==> src/rtl/uart_tx_line_arbiter.sv <==
// Round-robin arbiter that lends one UART TX byte channel to a single requester
// at a time, holding the grant for a whole line (up to 0x0A) or until the owner goes quiet.
module uart_tx_line_arbiter #(
    parameter int NUM_REQ        = 4,
    parameter int TIMEOUT_CYCLES = 1024,
    parameter bit LINE_LOCK_EN   = 1'b1
) (
    input  logic                   clk_i,
    input  logic                   rst_i,
    input  logic [NUM_REQ-1:0]     req_valid_i,
    input  logic [NUM_REQ*8-1:0]   req_data_i,
    output logic [NUM_REQ-1:0]     req_ready_o,
    output logic                   tx_valid_o,
    output logic [7:0]             tx_data_o,
    input  logic                   tx_ready_i,
    output logic [NUM_REQ-1:0]     grant_o,
    output logic                   busy_o,
    output logic                   timeout_o
);

    localparam int PTR_W = (NUM_REQ > 1) ? $clog2(NUM_REQ) : 1;
    localparam int CNT_W = $clog2(TIMEOUT_CYCLES) + 1;

    typedef enum logic {IDLE, LOCKED} state_t;

    state_t                     state;
    logic [PTR_W-1:0]           owner;
    logic [PTR_W-1:0]           rr_ptr;
    logic [PTR_W-1:0]           pick;
    logic [PTR_W-1:0]           next_ptr;
    logic [CNT_W-1:0]           idle_cnt;
    logic [NUM_REQ-1:0][7:0]    data_arr;
    logic                       locked;
    logic                       own_valid;
    logic [7:0]                 own_data;
    logic                       xfer;
    logic                       release_line;
    logic                       timeout_hit;

    assign data_arr  = req_data_i;
    // Reset drops the grant in the same cycle so no byte slips through.
    assign locked    = (state == LOCKED) && !rst_i;
    assign own_valid = req_valid_i[owner];
    assign own_data  = data_arr[owner];

    always_comb begin
        req_ready_o = '0;
        grant_o     = '0;
        tx_valid_o  = 1'b0;
        tx_data_o   = 8'h00;
        if (locked) begin
            req_ready_o[owner] = tx_ready_i;
            grant_o[owner]     = 1'b1;
            tx_valid_o         = own_valid;
            tx_data_o          = own_data;
        end
    end

    assign busy_o       = locked;
    assign xfer         = tx_valid_o && tx_ready_i;
    assign release_line = LINE_LOCK_EN ? (xfer && own_data == 8'h0A) : xfer;
    assign timeout_hit  = locked && !own_valid &&
                          (idle_cnt == CNT_W'(TIMEOUT_CYCLES - 1));
    assign next_ptr     = (owner == PTR_W'(NUM_REQ - 1)) ? '0 : owner + 1'b1;

    // First valid requester at or above rr_ptr, wrapping; lowest offset wins.
    always_comb begin
        logic [PTR_W:0] idx;
        pick = '0;
        idx  = '0;
        for (int i = NUM_REQ - 1; i >= 0; i--) begin
            idx = {1'b0, rr_ptr} + (PTR_W+1)'(i);
            if (idx >= (PTR_W+1)'(NUM_REQ))
                idx = idx - (PTR_W+1)'(NUM_REQ);
            if (req_valid_i[idx[PTR_W-1:0]])
                pick = idx[PTR_W-1:0];
        end
    end

    always_ff @(posedge clk_i) begin
        if (rst_i) begin
            state     <= IDLE;
            owner     <= '0;
            rr_ptr    <= '0;
            idle_cnt  <= '0;
            timeout_o <= 1'b0;
        end else begin
            timeout_o <= 1'b0;
            case (state)
                IDLE: begin
                    if (|req_valid_i) begin
                        owner    <= pick;
                        state    <= LOCKED;
                        idle_cnt <= '0;
                    end
                end
                LOCKED: begin
                    if (release_line || timeout_hit) begin
                        state     <= IDLE;
                        rr_ptr    <= next_ptr;
                        idle_cnt  <= '0;
                        timeout_o <= timeout_hit;
                    end else if (own_valid) begin
                        // A valid-but-stalled owner is never considered idle.
                        idle_cnt <= '0;
                    end else begin
                        idle_cnt <= idle_cnt + 1'b1;
                    end
                end
                default: state <= IDLE;
            endcase
        end
    end

endmodule

==> config.mk <==
export PLATFORM = sky130hd
export DESIGN_NAME = uart_tx_line_arbiter
export DESIGN_NICKNAME = d
export VERILOG_FILES = /design/src/rtl/uart_tx_line_arbiter.sv
export SDC_FILE = /design/constraint.sdc
export NUM_CORES = 1
export LEC_CHECK = 0
export ABC_AREA = 1
export CAP_MARGIN = 20
export CORE_MARGIN = 2
export CORE_UTILIZATION = 49
export DETAILED_ROUTE_END_ITERATION = 16
export PLACE_DENSITY = 0.86
export SLEW_MARGIN = 30
export SYNTH_ARGS = -nofsm -noshare
export SYNTH_HDL_FRONTEND = slang
export SYNTH_SLANG_ARGS = --single-unit
==> constraint.sdc <==
create_clock -name clk_i -period 3.64 [get_ports clk_i]
set_input_delay 0.364 -clock clk_i [delete_from_list [all_inputs] [get_ports clk_i]]
set_output_delay 0.364 -clock clk_i [all_outputs]
set_load 0.01 [all_outputs]
Word level (Yosys, flattened, before mapping)
Cells that the tools add are included.
Word-level totals
  word-level logic and storage cells: 78
  bits of input ports: 39
  register bits after elaboration: 17
Operators by class
  reduce and logical (&&, ||, !) cells: 13
  magnitude comparators: 10
  bitwise logic cells: 3
  add/sub/neg operators: 9
  multiplexer cells: 34
  eq/ne operators: 4
Operators with widths (number)
  $mux W11: 3
  $pmux W11 S2: 1
  $mux W2: 9
  $bmux W8 S2: 1
  $mux W8: 2
  $lt A2 B3 Y1 const B: 5
  $add A11 B1 Y11 const B: 1
  $eq A11 B10 Y1 const B: 1
  $bmux W1 S2: 5
  $ge A3 B3 Y1 const B: 3
  $mux W1: 9
  $eq A8 B4 Y1 const B: 1
  $mux W4: 2
  $sub A2 B1 Y2 const B: 4
  $add A2 B2 Y3 const B: 2
  $logic_and A1 B1 Y1: 6
  $and A4 B4 Y4: 1
  $reduce_and A2 Y1: 2
  $reduce_or A4 Y1: 1
  $add A2 B1 Y3 const B: 1
  $ge A2 B3 Y1 const B: 1
  $reduce_or A3 Y1: 1
  $add A2 B1 Y2 const B: 1
  $demux W1 S2: 1
  7 further kinds: 9

Logic depth before layout (Yosys ltp)
Gate-level depths: netlist (run 1).
  depth in word-level cells: 9
  gate-level depth with buffers: 11

Least setup slack after synthesis (run 1)
OpenSTA, ideal clock, no wires.
  kind: register to register
  start: reg idle_cnt[0]
  end: reg rr_ptr[0]
  required time: 3.524 ns
  path slack: 2.100 ns
  buffers on the path: 0
  arrival time: 1.424 ns
  cell stages (with the launch flop): 9
  clock period less this slack: 1.540 ns
  cell sequence: dfxtp_1 > ha_1 > nand3_2 > nor2_2 > nand4_1 > nor2_1 > nand2_4 > a22oi_2 > nor2_2
On the way
  word-level cells in the longest chain between the ends: 4
RTL lines
  from (decl): RTL line 31  | logic [CNT_W-1:0] idle_cnt;
  from (signal assigned): RTL line 107  | idle_cnt <= idle_cnt + 1'b1;
  $eq A11 B10 Y1: RTL line 63  | (idle_cnt == CNT_W'(TIMEOUT_CYCLES - 1));
  $logic_and A1 B1 Y1: RTL line 62  | assign timeout_hit = locked && !own_valid &&
  $logic_or A1 B1 Y1: RTL line 98  | if (release_line || timeout_hit) begin
  $reduce_and A2 Y1 (no line)
  to (signal assigned): RTL line 100  | rr_ptr <= next_ptr;
  to (decl): RTL line 28  | logic [PTR_W-1:0] rr_ptr;
Every way passes these cells.
A chain may end at the register's enable or synchronous reset.

Final worst setup path (run 1)
  start: reg owner[0]
  end: out tx_valid_o
On the way
  word-level cells in the longest chain between the ends: 3
RTL lines
  from (decl): RTL line 27  | logic [PTR_W-1:0] owner;
  from (signal assigned): RTL line 92  | owner <= pick;
  $bmux W1 S2: RTL line 43  | assign own_valid = req_valid_i[owner];
  $mux W1 (implied by the code): RTL line 43
  $mux W1: RTL line 51  | if (locked) begin
  to (decl): RTL line 13  | output logic tx_valid_o,
Every way passes these cells. The select of a mux whose other input is x is not followed.

==> results of run 1 <==
-- cell families after synthesis --
kind of cell             after synthesis  share of synthesized area (%)
AND/OR/NAND/NOR                      186                           53.6
buffers and inverters                 43                           11.2
AO/OA/AOI/OAI                         27                           9.73
flip-flops                            17                           20.2
adder cells (fa/ha/maj)                5                           3.71
XOR/XNOR                               3                           1.56
-- state kept, by name, indices dropped and copies added (netlist names) --
| signal | flops |
|---|---|
| state | 1 |
| idle_cnt | 11 |
| rr_ptr | 2 |
| owner | 2 |
| timeout_o | 1 |
-- layer usage --
| metal | vias up | global-route usage, % |
|---|---|---|
| met5 | - | 0 |
| met1 | 877 | 33.7 |
| met3 | 13 | 3.42 |
| met2 | 58 | 40.2 |
| met4 | 0 | 4.72 |
| li1 | 1013 | - |
-- final timing paths --
kind / slack, ps / start / cells after the start / end
setup / recovery: 850 / owner[0]$_SDFFE_PP0P_ / 7 / tx_valid_o
hold / removal: 490 / idle_cnt[4]$_SDFFE_PP0P_ / 2 / idle_cnt[4]$_SDFFE_PP0P_
setup reg to reg: 1540 / owner[0]$_SDFFE_PP0P_ / 10 / rr_ptr[1]$_SDFFE_PP0P_
hold reg to reg: 490 / idle_cnt[4]$_SDFFE_PP0P_ / 2 / idle_cnt[4]$_SDFFE_PP0P_
-- through the flow --
stage | cell area (um2) | std cells | util [%] | power (uW)
after floorplan | 1690 | 281 | - | 293
after global placement | 2260 | 375 | 68.1 | 364
after detailed placement | 2260 | 375 | 68.1 | 366
after CTS | 2280 | 379 | 69.0 | 467
after global routing | 2280 | 379 | 69.0 | 493
final | 2280 | 379 | 69.0 | 467
-- cells in the mapped netlist (all sizes together) --
master    n  share of area (%)
a21o      1               0.45
a21oi    14                4.4
a22oi     1               0.74
a31oi     3                1.1
and2      1               0.37
buf       8                3.4
clkbuf    2               0.45
dfxtp    17                 20
ha        5                3.7
inv      33                7.3
nand2    96                 24
nand3    33                 12
nand3b    1               0.45
nand4    11                4.1
nor2     36                 10
nor3      5                1.5
nor3b     1               0.45
o2111ai   1               0.52
o21ai     7                2.5
or2       2               0.74
xnor2     1               0.52
xor2      2                1.0
-- tightest hold or removal path, cell delays in order (launching register included) --
cell	delay, ps
dfxtp_1	330
nand2_1	60
a21oi_1	60
-- power by group through the flow --
stage	Clock (uW)	Combinational [uW]	Sequential (uW)
5_1_grt	113	182	198
2_1_floorplan	0	96.0	197
3_5_place_dp	0	165	202
6_report	103	165	198
3_3_place_gp	0	163	202
4_1_cts	105	165	197
-- placed cells by master, fill, tap and decap left out --
| master | Yosys | layout |
|---|---|---|
| o21ai_2 | 2 | 2 |
| or2_2 | 2 | 2 |
| nand3_1 | 28 | 28 |
| a21o_1 | 1 | 1 |
| o21ai_1 | 1 | 1 |
| nand2_1 | 85 | 85 |
| inv_1 | 29 | 29 |
| a22oi_2 | 1 | 1 |
| nor2_2 | 4 | 4 |
| buf_4 | 0 | 1 |
| nor2_4 | 4 | 4 |
| nor3b_1 | 1 | 1 |
| o2111ai_1 | 1 | 1 |
| nand2_4 | 3 | 3 |
| nand3b_1 | 1 | 1 |
| ha_1 | 5 | 5 |
| nand3_2 | 4 | 4 |
| nand3_4 | 1 | 1 |
| clkdlybuf4s50_1 | 0 | 57 |
| and2_1 | 1 | 1 |
| nand2_2 | 8 | 8 |
| clkbuf_4 | 0 | 3 |
| xor2_1 | 2 | 2 |
| a31oi_1 | 3 | 3 |
| a21oi_1 | 13 | 13 |
| xnor2_1 | 1 | 1 |
| clkinv_2 | 0 | 1 |
| nor3_1 | 5 | 5 |
| dfxtp_1 | 17 | 17 |
| o21ai_0 | 4 | 4 |
| inv_2 | 4 | 4 |
| nor2_1 | 28 | 28 |
| nand4_1 | 11 | 11 |
| a21oi_2 | 1 | 1 |
-- final cells by class --
type,instances,area share [%]
inverter,33,5.42
sequential,17,14.9
tap,46,2.52
multi-input combinational,221,50.6
timing repair buffer,58,25.3
clock buffer,3,0.986
clock inverter,1,0.219
==> run_results.csv, run 1 <==
group,metric,value,unit
outcome,status,"finished clean",
detailed_routing,drcViolationCount,0,
pwr,p_seq_share,42.4,%
yosys,synth-seq-area-share,20.2,%
detailed_routing,drt_iter0_drc,131,
clock_network,max-clock-path-buffers,2,
yosys,netlist_area,1690,um2
detailed_routing,first_pass_iters,4,
setup_path,path_cells,"buf_4, inv_1, nand2_1, nand3_2, nand3_1, inv_1, clkdlybuf4s50_1",
global_route,grt_pass1_wl,7.91,mm
setup_path,end_kind,"primary output",
global_route,grt_pass1_vias,1693,
sta,finalMaxSlewViolations,0,
setup_path,cpMaxStageDelayCell,"clkdlybuf4s50_1",
floorplan,core_area,3310,um2
pwr,ir_drop,0.217,mV
setup_path,crit_required,3280,ps
clock_network,cts_resized,0,
sta,max_freq,0.359,GHz
detailed_routing,dr_wl_met3,209,um
pwr,switchingPower,156,uW
sta,relSlewSlack,55.7,%
sta,holdWs,494,ps
detailed_routing,highest_layer,"met4",
yosys,ys_types,34,
pwr,pwr-share-clk,22.2,%
finish,multiInputGateArea,1160,um2
floorplan,die_width,62.6,um
sta,setup_tns,0,ps
setup_path,worstPathMaxFanout,22,
sta,fin_crit,2790,ps
pwr,power_density,204,nW/um2
setup_path,cp_slowest_stage_delay,550,ps
floorplan,rows,21,
finish,fill_cells,310,
sta,timing.final.ws_setup,854,ps
yosys,netlist_instances,281,
placement,place_ws,994,ps
finish,seqCellArea,340,um2
pwr,power_frac_comb,35.4,%
pwr,power_leakage,0.000989,uW
setup_path,path_buf_inv,4,
setup_path,timing.critical_path.mode_cell,"inv_1",
finish,syn_to_final_growth,35.5,%
yosys,synth_warnings,0,
global_route,grt_max_degree,23,
clock_network,clkSlewWorstSetupHoldPaths,90,ps
clock_network,ctsHoldBuffers,0,
detailed_routing,avgRoutedWirePerCell,12.4,um
detailed_routing,wl,4.71,mm
job,cap_viol_max_count,0,
hold_path,hold_path.class,"reg2reg",
clock_network,cts-buffers-inserted,3,
detailed_routing,met1_length,2.29,mm
yosys,ys_ff_latch,17,
sta,fin_crit_sh,76.5,%
setup_path,startpoint_type,"register",
detailed_routing,wl_met2,2.13,mm
clock_network,clock_latency,300,ps
placement,dp_hpwl,3.61,mm
floorplan,io_pins,58,
clock_network,cts_tree,"yes",
clock_network,cts_setup_buffers,0,
placement,io_buffers,57,
placement,routabilityCongestion,0.852,
floorplan,die_h,62.6,um
finish,drive_gt1_share,11.7,%
global_route,antenna_found_initial,0,
setup_path,path_class,"reg2out",
clock_network,cts_root_buf,"clkbuf_4",
yosys,avgSynthCellArea,6.00,um2
sta,skew,8.42,ps
sta,setup_violations,0,
setup_path,cp_top_family,"buffers and inverters",
sta,hold_viol,0,
global_route,grt-ovfl-total,0,
pwr,p_int,311,uW
detailed_routing,ant_nets,0,
sta,rsz0062_at_grt,"no",
global_route,track_usage,24.2,%
setup_path,cp_data_arrival_time,2420,ps
detailed_routing,vias,1961,
floorplan,dieArea,3920,um2
yosys,synth_nets,325,
detailed_routing,viasPerCell,5.17,
pwr,switching_share,33.5,%
clock_network,cts_sinks,17,
finish,nNetsFinal,378,
finish,num_antenna_cells,0,
sta,worst_slew_pin_slew,664,ps
clock_network,ctsHtreeMaxLevel,1,
floorplan,start_util,50.9,%
(Power assumes the default switching activity.)
==> run 2: changes to the inputs <==
- CORE_UTILIZATION: 49 -> 46
- PLACE_DENSITY: 0.86 -> 0.81
- clock period: 3.64 -> 2.8 ns (I/O delays scaled with it)
==> run_results.csv, run 2 (synthesis results as in run 1) <==
group,metric,value,unit
global_route,grt-ovfl-total,0,
finish,largest_reg_flops,11,
sta,finalMaxSlewViolations,0,
sta,worst_slew_pin_slew,620,ps
pwr,power_leakage,0.000999,uW
sta,setup_tns,0,ps
setup_path,worstPathMaxFanout,21,
global_route,grtUsageMet3,3.99,%
finish,fill_cells,343,
outcome,status,"finished clean",
detailed_routing,viasPerCell,5.05,
floorplan,start_util,49.3,%
clock_network,cts_root_buf,"clkbuf_4",
setup_path,crit_required,2520,ps
setup_path,r2r-end,"rr_ptr[1]$_SDFFE_PP0P_",
global_route,busiest_layer,"met2",
sta,max_freq,0.415,GHz
sta,rsz0062_at_grt,"no",
global_route,grt_max_degree,22,
setup_path,end_kind,"primary output",
clock_network,cts_sinks,17,
clock_network,clkSlewWorstSetupHoldPaths,100,ps
pwr,ir_drop,0.325,mV
placement,io_buffers,57,
global_route,grt_pass1_vias,1843,
finish,num_antenna_cells,0,
pwr,power_density,264,nW/um2
setup_path,startpoint_type,"register",
setup_path,crit_end,"tx_valid_o",
clock_network,clock_latency,290,ps
finish,nNetsFinal,380,
clock_network,cts_setup_buffers,0,
clock_network,ctsHtreeMaxLevel,1,
floorplan,core_area,3420,um2
floorplan,die_h,64.5,um
global_route,grt_pass1_wl,8.29,mm
sta,setup_violations,0,
sta,skew,2.44,ps
setup_path,setup.worst_path.start,"owner[0]$_SDFFE_PP0P_",
detailed_routing,wl,4.63,mm
clock_network,cts_resized,0,
setup_path,r2r-start,"owner[0]$_SDFFE_PP0P_",
detailed_routing,drt_iter0_drc,133,
clock_network,max-clock-path-buffers,2,
global_route,track_usage,24.3,%
floorplan,io_pins,58,
detailed_routing,ant_nets,0,
finish,reg.largest.list,"idle_cnt (11), owner (2), rr_ptr (2)",
detailed_routing,avgRoutedWirePerCell,12.1,um
clock_network,cts-buffers-inserted,3,
placement,routabilityCongestion,0.844,
floorplan,dieArea,4160,um2
finish,seqCellArea,340,um2
global_route,grtUsageMet1,33.2,%
sta,hold_viol,0,
global_route,grt_util_met2,40.6,%
finish,multiInputGateArea,1160,um2
finish,syn_to_final_growth,36.4,%
setup_path,path_class,"reg2out",
floorplan,rows,21,
placement,dp_hpwl,3.65,mm
clock_network,ctsHoldBuffers,0,
detailed_routing,first_pass_iters,5,
setup_path,cp_data_arrival_time,2130,ps
sta,fin_crit_sh,86.0,%
job,cap_viol_max_count,0,
hold_path,hold_path.class,"reg2reg",
setup_path,rrSetupSlack,970,ps
finish,final_cell_mix,"nand2_1 (85), clkdlybuf4s50_1 (57), inv_1 (29)",
floorplan,die_width,64.5,um
clock_network,cts_tree,"yes",
sta,holdWs,492,ps
finish,largest_register,"idle_cnt",
finish,drive_gt1_share,12.2,%
finish,final_common_cell,"nand2_1",
sta,fin_crit,2410,ps
setup_path,rr_worst_depth,9,
global_route,antenna_found_initial,0,
detailed_routing,drcViolationCount,0,
detailed_routing,vias,1925,
sta,relSlewSlack,58.7,%
## run 2: power by group
group | switching [uW] | total, uW | internal (uW)
Combinational | 113 | 220 | 107
Clock | 78.1 | 131 | 53.2
Sequential | 8.80 | 255 | 246
Total | 200 | 606 | 406
## run 2: layout make-up
type                            count  area share [%]
Clock buffer                        3           0.980
Clock inverter                      1           0.218
Inverter                           33            5.39
Multi-Input combinational cell    221            50.3
Sequential cell                    17            14.8
Tap cell                           46            2.50
Timing Repair Buffer               60            25.8
## run 2: per-layer routing
metal	share of wire, %	wire length (um)
met1	47	2190
met2	48	2200
met3	4.7	218
met4	0.45	21
met5	0	0
## run 2: metrics by stage
stage / total power (uW) / instances / util, % / setup WS, ps / area (um2)
5_1_grt: 643 / 381 / 67.3 / 238 / 2300
4_1_cts: 609 / 381 / 67.3 / 364 / 2300
3_5_place_dp: 481 / 377 / 66.5 / 693 / 2270
2_1_floorplan: 381 / 281 / - / 1260 / 1690
3_3_place_gp: 478 / 377 / 66.5 / 705 / 2270
6_report: 606 / 381 / 67.3 / 393 / 2300
## run 2: worst min-delay path by stage
stage                                   from                       end  slack, ps  depth (start not counted)
finish              idle_cnt[6]$_SDFFE_PP0P_  idle_cnt[6]$_SDFFE_PP0P_        490                          2
CTS                 idle_cnt[4]$_SDFFE_PP0P_  idle_cnt[4]$_SDFFE_PP0P_        490                          2
global route        idle_cnt[9]$_SDFFE_PP0P_  idle_cnt[9]$_SDFFE_PP0P_        530                          2
global placement    idle_cnt[6]$_SDFFE_PP0P_  idle_cnt[6]$_SDFFE_PP0P_        470                          2
floorplan                              rst_i          state$_SDFF_PP0_        360                          1
detailed placement  idle_cnt[4]$_SDFFE_PP0P_  idle_cnt[4]$_SDFFE_PP0P_        480                          2
## run 2: worst max-delay path: stages (launching register included)
cell and delay (ps):
dfxtp_1 330, inv_1 460, nand2_1 130, nand3_2 130
nand3_1 140, inv_1 90, clkdlybuf4s50_1 550
==> run 3: changes to the inputs <==
- CTS_CLUSTER_SIZE: not set -> 16
- TNS_END_PERCENT: not set -> 30
==> results of run 3 <==
Same layout as run 2: the final DEF is identical, and so are final timing and power.
